**src/rtl/neuron_pkg.sv**
```systemverilog
// Shared FSM state type and default sizing for the time-multiplexed neuron scheduler.
package neuron_pkg;

  localparam int unsigned N_NEURONS     = 4;
  localparam int unsigned N_MEMBRANE    = 5;
  localparam int unsigned SPIKE_COUNT_W = 8;

  typedef enum logic [1:0] {
    IDLE = 2'd0,
    EVAL = 2'd1,
    DONE = 2'd2
  } state_t;

endpackage

```
**src/rtl/membrane_state_bank.sv**
```systemverilog
// Per-neuron membrane and spike-flag storage: one write port, one async read port,
// synchronous clear and asynchronous reset.
module membrane_state_bank #(
  parameter int unsigned DEPTH = 4,
  parameter int unsigned WIDTH = 5
) (
  input  logic                       clk,
  input  logic                       rst_n,
  input  logic                       clear,
  input  logic                       we,
  input  logic [$clog2(DEPTH)-1:0]   waddr,
  input  logic signed [WIDTH-1:0]    wr_membrane,
  input  logic                       wr_spike,
  input  logic [$clog2(DEPTH)-1:0]   raddr,
  output logic signed [WIDTH-1:0]    rd_membrane,
  output logic                       rd_spike
);
  import neuron_pkg::*;

  logic signed [WIDTH-1:0] membrane [DEPTH];
  logic [DEPTH-1:0]        spike;

  // Clear outranks a write landing on the same edge.
  always_ff @(posedge clk or negedge rst_n) begin
    if (!rst_n) begin
      for (int i = 0; i < int'(DEPTH); i++) membrane[i] <= '0;
      spike <= '0;
    end else if (clear) begin
      for (int i = 0; i < int'(DEPTH); i++) membrane[i] <= '0;
      spike <= '0;
    end else if (we) begin
      membrane[waddr] <= wr_membrane;
      spike[waddr]    <= wr_spike;
    end
  end

  assign rd_membrane = membrane[raddr];
  assign rd_spike    = spike[raddr];

endmodule

```
**src/rtl/neuron_scheduler.sv**
```systemverilog
// Sweeps all neurons once per start, storing datapath results and publishing the spike vector.
// Optional NEURON_SPIKE_COUNT_EN adds a saturating 8-bit spike counter port.
module neuron_scheduler #(
  parameter int unsigned N_NEURONS  = neuron_pkg::N_NEURONS,
  parameter int unsigned N_MEMBRANE = neuron_pkg::N_MEMBRANE
) (
  input  logic                           clk,
  input  logic                           rst_n,
  input  logic                           start,
  input  logic                           clear,
  output logic [$clog2(N_NEURONS)-1:0]   neuron_idx,
  output logic signed [N_MEMBRANE-1:0]   last_membrane,
  output logic                           was_spike,
  input  logic signed [N_MEMBRANE-1:0]   new_membrane,
  input  logic                           is_spike,
  output logic [N_NEURONS-1:0]           spikes,
  output logic                           spikes_valid,
  output logic                           busy
`ifdef NEURON_SPIKE_COUNT_EN
  ,
  output logic [neuron_pkg::SPIKE_COUNT_W-1:0] spike_count
`endif
);
  import neuron_pkg::*;

  localparam int unsigned IDX_W = $clog2(N_NEURONS);

  state_t               state;
  logic [N_NEURONS-1:0] shadow;
  logic [N_NEURONS-1:0] shadow_next;
  logic                 last_idx;
  logic                 bank_we;

  assign last_idx = (neuron_idx == IDX_W'(N_NEURONS - 1));
  assign bank_we  = (state == EVAL);

  // Shadow with the current neuron's spike merged in, so the final edge publishes all bits.
  always_comb begin
    shadow_next             = shadow;
    shadow_next[neuron_idx] = is_spike;
  end

  membrane_state_bank #(
    .DEPTH (N_NEURONS),
    .WIDTH (N_MEMBRANE)
  ) u_bank (
    .clk         (clk),
    .rst_n       (rst_n),
    .clear       (clear),
    .we          (bank_we),
    .waddr       (neuron_idx),
    .wr_membrane (new_membrane),
    .wr_spike    (is_spike),
    .raddr       (neuron_idx),
    .rd_membrane (last_membrane),
    .rd_spike    (was_spike)
  );

  // Sweep FSM; clear aborts any sweep but leaves the published spike vector intact.
  always_ff @(posedge clk or negedge rst_n) begin
    if (!rst_n) begin
      state        <= IDLE;
      neuron_idx   <= '0;
      shadow       <= '0;
      spikes       <= '0;
      spikes_valid <= 1'b0;
      busy         <= 1'b0;
    end else if (clear) begin
      state        <= IDLE;
      neuron_idx   <= '0;
      shadow       <= '0;
      spikes_valid <= 1'b0;
      busy         <= 1'b0;
    end else begin
      case (state)
        IDLE: begin
          spikes_valid <= 1'b0;
          neuron_idx   <= '0;
          if (start) begin
            state  <= EVAL;
            busy   <= 1'b1;
            shadow <= '0;
          end
        end
        EVAL: begin
          shadow <= shadow_next;
          if (last_idx) begin
            state        <= DONE;
            neuron_idx   <= '0;
            spikes       <= shadow_next;
            spikes_valid <= 1'b1;
          end else begin
            neuron_idx <= neuron_idx + IDX_W'(1);
          end
        end
        DONE: begin
          state        <= IDLE;
          spikes_valid <= 1'b0;
          busy         <= 1'b0;
        end
        default: begin
          state        <= IDLE;
          neuron_idx   <= '0;
          spikes_valid <= 1'b0;
          busy         <= 1'b0;
        end
      endcase
    end
  end

`ifdef NEURON_SPIKE_COUNT_EN
  // Saturating count of spikes written during sweeps.
  always_ff @(posedge clk or negedge rst_n) begin
    if (!rst_n) begin
      spike_count <= '0;
    end else if (clear) begin
      spike_count <= '0;
    end else if ((state == EVAL) && is_spike && (spike_count != {SPIKE_COUNT_W{1'b1}})) begin
      spike_count <= spike_count + SPIKE_COUNT_W'(1);
    end
  end
`endif

endmodule

```
**config.mk**
```make
export PLATFORM = sky130hd
export DESIGN_NAME = neuron_scheduler
export DESIGN_NICKNAME = d
export VERILOG_FILES = /design/src/rtl/neuron_pkg.sv /design/src/rtl/membrane_state_bank.sv /design/src/rtl/neuron_scheduler.sv
export SDC_FILE = /design/constraint.sdc
export NUM_CORES = 1
export LEC_CHECK = 0
export CAP_MARGIN = 30
export CORE_UTILIZATION = 25
export CTS_CLUSTER_DIAMETER = 100
export CTS_CLUSTER_SIZE = 12
export DETAILED_ROUTE_END_ITERATION = 8
export PLACE_DENSITY_LB_ADDON = 0.1
export SLEW_MARGIN = 5
export SYNTH_ARGS = -nofsm -noshare
export SYNTH_HDL_FRONTEND = slang
export SYNTH_SLANG_ARGS = --single-unit
```
**constraint.sdc**
```tcl
create_clock -name clk -period 1.97 [get_ports clk]
set_input_delay 0.4925 -clock clk [delete_from_list [all_inputs] [get_ports clk]]
set_output_delay 0.4925 -clock clk [all_outputs]
set_load 0.005 [all_outputs]
```
# Word level (Yosys, flattened, before mapping)
# Cells that the tools add are included.
# classes
n_lt_le_gt_ge	4
bitwise_logic	2
reduce_logical	9
n_addsub	1
n_eq_ne	7
muxes	32
# ops
operator	count
2-to-1 mux 20 bit	2
bitwise mux 20 bit	1
2-to-1 mux 4 bit	4
2-to-1 mux 5 bit	3
binary-select mux 5 bit (select 2 bit)	1
demux 5 bit (select 2 bit)	1
2-to-1 mux 2 bit	5
bitwise mux 4 bit	2
case mux 2 bit (2 select lines)	2
case mux 4 bit (2 select lines)	1
2-to-1 mux 1 bit	7
!= test 3 bit, second input constant	2
AND reduction 2 bit	3
== test 2 bit, second input constant	2
!= test 2 bit, second input constant	2
greater-or-equal comparator 3 bit, second input constant	1
< comparator 2 x 3 -> 1 bit, second input constant	1
< comparator 3 x 1 -> 1 bit, second input constant	1
inverter 2 -> 3 bit	1
AND reduction 3 bit	1
nonzero test 3 bit	1
adder 2 x 1 -> 2 bit, second input constant	1
binary-select mux 1 bit (select 2 bit)	1
demux 1 bit (select 2 bit)	1
other kinds (7)	8
# word_totals
regBits	38
inputBits	10
output_inout_bits	14
wordCells	66

# Longest topological paths before layout
# Gate-level depths: netlist of run 1.
# logic_depth
depth_word	8
mapped_depth	7
ltp_nobuf	5

# By module
# Synthesis of run 1 repeated with hierarchy kept, for this count alone.
# hier_totals
cells_unflattened	154
hier_area_um2	1885.6
# modules_own_cells
mod	cells_per_inst	n_inst	seq_area_each_um2	area_each_um2
membrane_state_bank	96	1	600.6	1239.9
neuron_scheduler	58	1	325.3	645.6

# Least setup slack after synthesis of run 1
# OpenSTA, ideal clock, no wires.
# synth_path
path_kind	register to output
start	register neuron_idx[0]
end	output port last_membrane[0]
required_ns	1.477
path_buffers	1
stages_incl_launch_ff	3
arrival_time_ns	1.206
setup_slack_ns	0.271
cell_sequence	dfrtp_1 > buf_2 > mux4_2
# synth_via
elab_chain_cells	4
# synth_rtl
item	line	rtl
from (decl)	neuron_scheduler.sv:11	output logic [$clog2(N_NEURONS)-1:0] neuron_idx,
from (signal assigned)	neuron_scheduler.sv:93	neuron_idx <= neuron_idx + IDX_W'(1);
inverter 2 -> 3 bit (implied by the code)	membrane_state_bank.sv:37	assign rd_membrane = membrane[raddr];
binary-select mux 5 bit (select 2 bit)	membrane_state_bank.sv:37	
2-to-1 mux 5 bit (implied by the code) (2 in series)	membrane_state_bank.sv:37	
to (decl)	neuron_scheduler.sv:12	output logic signed [N_MEMBRANE-1:0] last_membrane,
# No other way between the ends. The select of a mux whose other input is x is not followed.

# Final worst setup path of run 1
# layout_path
start	register neuron_idx[0]
end	output port last_membrane[3]
# Same word-level chain as after synthesis.

==> results of run 1 <==
==> report_power, final <==
| group | total (W) | internal, W | switching (W) |
|---|---|---|---|
| sequential | 0.000811 | 0.000796 | 0.0000152 |
| combinational | 0.000180 | 0.0000817 | 0.0000985 |
| clock | 0.000685 | 0.000377 | 0.000308 |
| total | 0.00168 | 0.00125 | 0.000422 |
==> cell type report <==
cell class | instances | area, µm² | share of cell area
clock buffer | 5 | 68.8 | 0.0284
clock inverter | 3 | 45.0 | 0.0186
inverter | 3 | 11.3 | 0.00465
multi-input combinational | 136 | 911 | 0.376
sequential | 38 | 952 | 0.393
tap | 99 | 124 | 0.0511
timing repair buffer | 36 | 312 | 0.129
==> logic make-up (layout without fill, tap and decap cells) <==
kind of cell	count (synthesis)	in the layout	share of synthesized area
adders and majority gates	8	8	0.0512
buffers and inverters	17	47	0.0486
AOI/OAI and AO/OA	41	41	0.123
muxes	6	6	0.0691
and+or+nand+nor	81	81	0.223
DFF	38	38	0.486
==> registers in the layout, summed over array words and instances, names as in the netlist <==
register	flops
u_bank.spike	4
spikes_valid	1
shadow	4
neuron_idx	2
state	2
busy	1
spikes	4
u_bank.membrane	20
==> critical path, stage by stage, from the launching register on <==
cell,delay (ns)
dfrtp_1,0.39
buf_6,0.14
mux4_2,0.49
buf_2,0.14
==> cells in the mapped netlist, types with 2 or more instances <==
cell,n,area [µm²]
nand2_1,25,93.8
a21oi_1,33,165
nor2_1,7,26.3
and3_1,4,25.0
buf_6,2,22.5
mux4_2,6,135
a221o_1,4,40.0
nor3_1,2,10.0
dfrtp_1,38,951
nand3b_1,5,37.5
nand3_1,24,120
a21oi_2,2,17.5
inv_1,3,11.3
and3b_2,3,30.0
ha_1,8,100
buf_2,9,45.0
nor2b_1,6,37.5
==> layer usage <==
metal / track usage / up-vias
met2: 0.223 / 37
li1: - / 730
met1: 0.170 / 758
met5: 0 / -
met3: 0.0295 / 10
met4: 0.0538 / 0
==> worst max path at each step <==
stage | to | cells past startpoint
floorplan | last_membrane[0] | 2
global placement | last_membrane[0] | 3
detailed placement | last_membrane[3] | 3
CTS | last_membrane[3] | 3
global route | last_membrane[3] | 3
finish | last_membrane[3] | 3
==> stage by stage <==
step	hold WS (ns)	cells
2_1_floorplan	0.197	191
4_1_cts	0.164	320
5_1_grt	0.183	320
6_report	0.148	320
3_5_place_dp	0.470	311
3_3_place_gp	0.469	311
==> what timing repair did <==
action | in CTS | in global routing
cloned | 0 | 0
buffers inserted | 1 | 0
pin swaps | 0 | 0
resized for setup | 27 | 0
endpoints found under the setup margin | 8 | 5
==> results.yml, run 1 <==
synth:
  async_reset_ff_frac: 1.00
  ys.flop_type: "dfrtp_1"
  yosys_register_bits: 38
  synth.avg_cell_area_um2: 10.2
  synth_cells: 191
  yosysSeqAreaShare: 0.486
  synth_edf_count: 0
  syn-num-nets: 209
  ys_warn_count: 0
  netlist_area_um2: 1960
  synth.distinct_cells: 27
critical_path:
  cp.required_ns: 1.48
  crit_type: "reg2out"
  cp-start-kind: "register"
  worstSetupStartpoint: "neuron_idx[0]"
  ff2ff_path_depth: 7
  endpoint_kind: "output pin"
  crit_arrival_ns: 1.46
  r2r_end: "u_bank.spike[0]"
  r2r-start: "neuron_idx[0]"
  cp_max_fo: 4
  ff2ff_setup_slack_ns: 0.17
global_route:
  grt_pass1_vias: 1630
  grt_antenna_before_repair: 0
  grt_max_degree: 29
  track_usage: 0.135
  grt_first_pass_wirelength_um: 8400
  grt-ovfl-total: 0
detailed_routing:
  detail-route-antenna-nets: 0
  drt-initial-drc-count: 76
  via_count: 1535
  m1WireLength_um: 2390
  via_per_inst: 4.80
  wl_per_cell_um: 16.5
  drc: 0
  drt_wl_total_um: 5270
  wl_met2_um: 2590
  firstDrtPassIters: 4
  top_layer: "met4"
  dr_wl_met3_um: 202
clocking:
  clock_latency_ns: 0.30
  htreeDepth: 2
  numCtsBuffers: 5
  cts.sinks: 38
  clk_pin_slew_worst_paths_ns: 0.09
  cts_root_buf: "clkbuf_8"
  cts_tree: "done"
  cts.path.max_buffers: 2
  cts-hold-fix-buffers: 0
sta:
  setup_viol: 0
  timing.final.crit_share: 0.993
  setup_ws_ns: 0.0143
  skew_ns: 0.00546
  slew_viol_final: 0
  period_needed_ns: 1.96
  relSlewSlack: 0.668
  setup_tns_ns: 0
  hold_violations: 0
  rsz0062_at_grt: "yes"
  max_freq_ghz: 0.511
  tightest_slew_ns: 0.498
finish:
  mostFrequentLayoutCells: "dfrtp_1, a21oi_1, nand2_1"
  final_util: 0.327
  stdcell_area_um2: 2420
  final_common_cell: "dfrtp_1"
  syn_to_final_growth_pct: 23.8
  diodes: 0
  fillers: 769
  nets: 238
  layout-drive-gt1-share: 0.195
placed_design:
  place_congestion: 0.778
  place_ws_ns: 0.0218
  dp_hpwl_um: 3690
  io_buffers: 23
  placed_cell_area_um2: 2320
floorplan:
  core_um2: 7410
  die_x_um: 90.5
  die_area_um2: 8190
  rows: 31
  ioPinCount: 24
  fp.dieH_um: 90.5
  start_util: 0.264
power_and_ir_drop:
  powerDensity_nw_per_um2: 692
  leakagePower_nw: 1.02
  total_power_w: 0.00168
  peakVddDrop_uv: 234
run:
  maxCapViolations: 0
status:
  status: "finished, final reports clean"
min_path:
  hold_path_class: "in2async"
No activity file was read; power rests on OpenSTA's default activity.
==> run 2, diff against run 1 <==
--- a/config.mk
+++ b/config.mk
@@ -5,6 +5,7 @@
 export SDC_FILE = /design/constraint.sdc
 export NUM_CORES = 1
 export LEC_CHECK = 0
+export ABC_AREA = 1
 export CAP_MARGIN = 30
 export CORE_UTILIZATION = 25
 export CTS_CLUSTER_DIAMETER = 100
==> run 2 against run 1 <==
Against the previous run: fmax rose by 4.1%; sequential cell count did not move; global-route usage rose by 1.2 points; synthesized area rose by 3.7%; critical path type unchanged; largest cell class is now multi-input combinational cells.
==> results.yml, run 2 <==
sta:
  tightest_slew_ns: 0.475
  hold_violations: 0
  setup_viol: 0
  relSlewSlack: 0.683
  skew_ns: 0.00987
  rsz0062_at_grt: "yes"
  max_freq_ghz: 0.532
  setup_tns_ns: 0
  timing.final.crit_share: 0.953
  period_needed_ns: 1.88
  slew_viol_final: 0
synth:
  synth.avg_cell_area_um2: 7.72
  synth_simple_gate_area_share: 0.356
  synth_top_family_by_area: "simple AND/OR/NAND/NOR gates"
  synth_top_cell_by_area: "dfrtp_1"
  synth-adder-area-share: 0.0493
  synth-compound-area-share: 0.0567
  yosys-top-cells-count: "nand2_1, nand3_1, dfrtp_1"
  synth_cells: 263
  yosysMostFrequentCell: "nand2_1"
  synth.area.top_cells: "dfrtp_1, nand2_1, nand3_1, ha_1, inv_1"
  async_reset_ff_frac: 1.00
  ys.flop_type: "dfrtp_1"
  synth_xor_area_frac: 0
  synth_top_cell_area_share: 0.469
  netlist_area_um2: 2030
  syn-num-nets: 281
  synth.distinct_cells: 20
  ys_warn_count: 0
  muxShareOfSynthArea: 0
  synth_edf_count: 0
  yosys_register_bits: 38
  yosysSeqAreaShare: 0.469
placed_design:
  place_congestion: 0.740
  dp_hpwl_um: 4010
  placed_cell_area_um2: 2430
  io_buffers: 23
clocking:
  clock_latency_ns: 0.29
  cts.path.max_buffers: 2
  cts.sinks: 38
  clk_pin_slew_worst_paths_ns: 0.09
  numCtsBuffers: 5
  cts_tree: "done"
  cts-hold-fix-buffers: 0
  htreeDepth: 2
  cts_root_buf: "clkbuf_8"
critical_path:
  crit_arrival_ns: 1.39
  r2r_end: "u_bank.membrane[0]"
  path_cells: "buf_6 -> buf_6 -> buf_6 -> o21ai_2 -> nand2_1 -> nand2_1 -> clkbuf_2"
  cpMostUsedCell: "buf_6"
  endpoint_kind: "output pin"
  ff2ff_path_depth: 7
  crit_type: "reg2out"
  r2r-start: "neuron_idx[0]"
  cp-start-kind: "register"
  critPathSlowestCell: "dfrtp_1"
  cp.required_ns: 1.48
  critPathMaxStageDelay_ns: 0.42
  ff2ff_setup_slack_ns: 0.40
  cp_max_fo: 7
detailed_routing:
  drt-initial-drc-count: 65
  wl_per_cell_um: 14.0
  drc: 0
  drt_wl_total_um: 5650
  firstDrtPassIters: 4
  detail-route-antenna-nets: 0
  via_count: 1809
  via_per_inst: 4.49
finish:
  final_util: 0.337
  largest_register_ffs: 20
  nets: 318
  final_common_cell: "nand2_1"
  diodes: 0
  top_register: "u_bank.membrane"
  stdcell_area_um2: 2630
  layout-drive-gt1-share: 0.136
  mostFrequentLayoutCells: "nand2_1, nand3_1, dfrtp_1"
  fillers: 852
  syn_to_final_growth_pct: 29.8
global_route:
  track_usage: 0.147
  grt-ovfl-total: 0
  grt_antenna_before_repair: 0
  grt_first_pass_wirelength_um: 9580
  grt_pass1_vias: 1831
  grt_max_degree: 24
run:
  maxCapViolations: 0
status:
  status: "finished, final reports clean"
floorplan:
  die_area_um2: 8480
  ioPinCount: 24
  core_um2: 7810
  fp.dieH_um: 92.1
  die_x_um: 92.1
  start_util: 0.260
  rows: 32
power_and_ir_drop:
  total_power_w: 0.00192
  pwr-share-clk: 0.439
  intPower_w: 0.00145
  pwr-share-seq: 0.426
  powerDensity_nw_per_um2: 728
  p_sw_frac: 0.245
  pwr-share-comb: 0.136
  peakVddDrop_uv: 286
  leakagePower_nw: 1.38
  p_switching_w: 0.000469
min_path:
  hold_path_class: "in2async"
==> run 2: power groups by stage <==
stage / registers, W / logic (W) / clock network, W
2_1_floorplan: 0.000824 / 0.000127 / 0
3_3_place_gp: 0.000830 / 0.000259 / 0
3_5_place_dp: 0.000831 / 0.000259 / 0
4_1_cts: 0.000816 / 0.000258 / 0.000864
5_1_grt: 0.000818 / 0.000296 / 0.000893
6_report: 0.000815 / 0.000260 / 0.000841
==> run 2: area by class of cell <==
cell class / instances / area (µm²) / area share
Timing Repair Buffer: 38 / 369 / 0.140
Clock inverter: 2 / 60.1 / 0.0228
Clock buffer: 6 / 82.6 / 0.0314
Sequential cell: 38 / 951 / 0.361
Tap cell: 102 / 128 / 0.0485
Multi-Input combinational cell: 194 / 957 / 0.363
Inverter: 23 / 86.3 / 0.0328
==> run 2: routing by layer <==
layer	global-route usage	wire length (µm)	vias up
li1	-	-	914
met1	0.198	2790	860
met2	0.241	2630	31
met3	0.0290	187	4
met4	0.0352	35	0
met5	0	0	-
==> run 2: worst max-delay path by stage <==
stage / start / endpoint / slack (ns)
finish: neuron_idx[0] / last_membrane[3] / 0.09
global route: neuron_idx[0] / last_membrane[3] / -0.01
CTS: neuron_idx[0] / last_membrane[2] / -0.16
detailed placement: neuron_idx[0] / last_membrane[4] / 0.05
global placement: neuron_idx[0] / last_membrane[4] / 0.06
floorplan: neuron_idx[0] / last_membrane[2] / 0.45
==> run 2: kinds of logic after synthesis <==
kind of cell / Yosys count
and+or+nand+nor: 166
DFF: 38
buffers and inverters: 31
AOI/OAI and AO/OA: 20
adders and majority gates: 8
==> run 2: critical path: cells and delay by family, from the launching register on <==
family                 cells  cell delay, ns
AOI/OAI and AO/OA          1            0.10
buffers and inverters      4            0.47
DFF                        1            0.42
and+or+nand+nor            2            0.11
==> run 2: repair_timing <==
item / CTS / global route
endpoints found under the setup margin: 6 / 5
endpoints found under the hold margin: 0 / 0
gates resized for setup: 15 / 16
pin swaps: 1 / 3
setup buffers: 1 / 5
==> run 2: stage by stage <==
stage,std cells,hold WS [ns],worst slack (ns)
floorplan,263,0.197,0.446
finish,403,0.148,0.0918
global placement,390,0.453,0.0551
detailed placement,390,0.461,0.0491
global route,403,0.178,-0.0138
CTS,399,0.160,-0.165
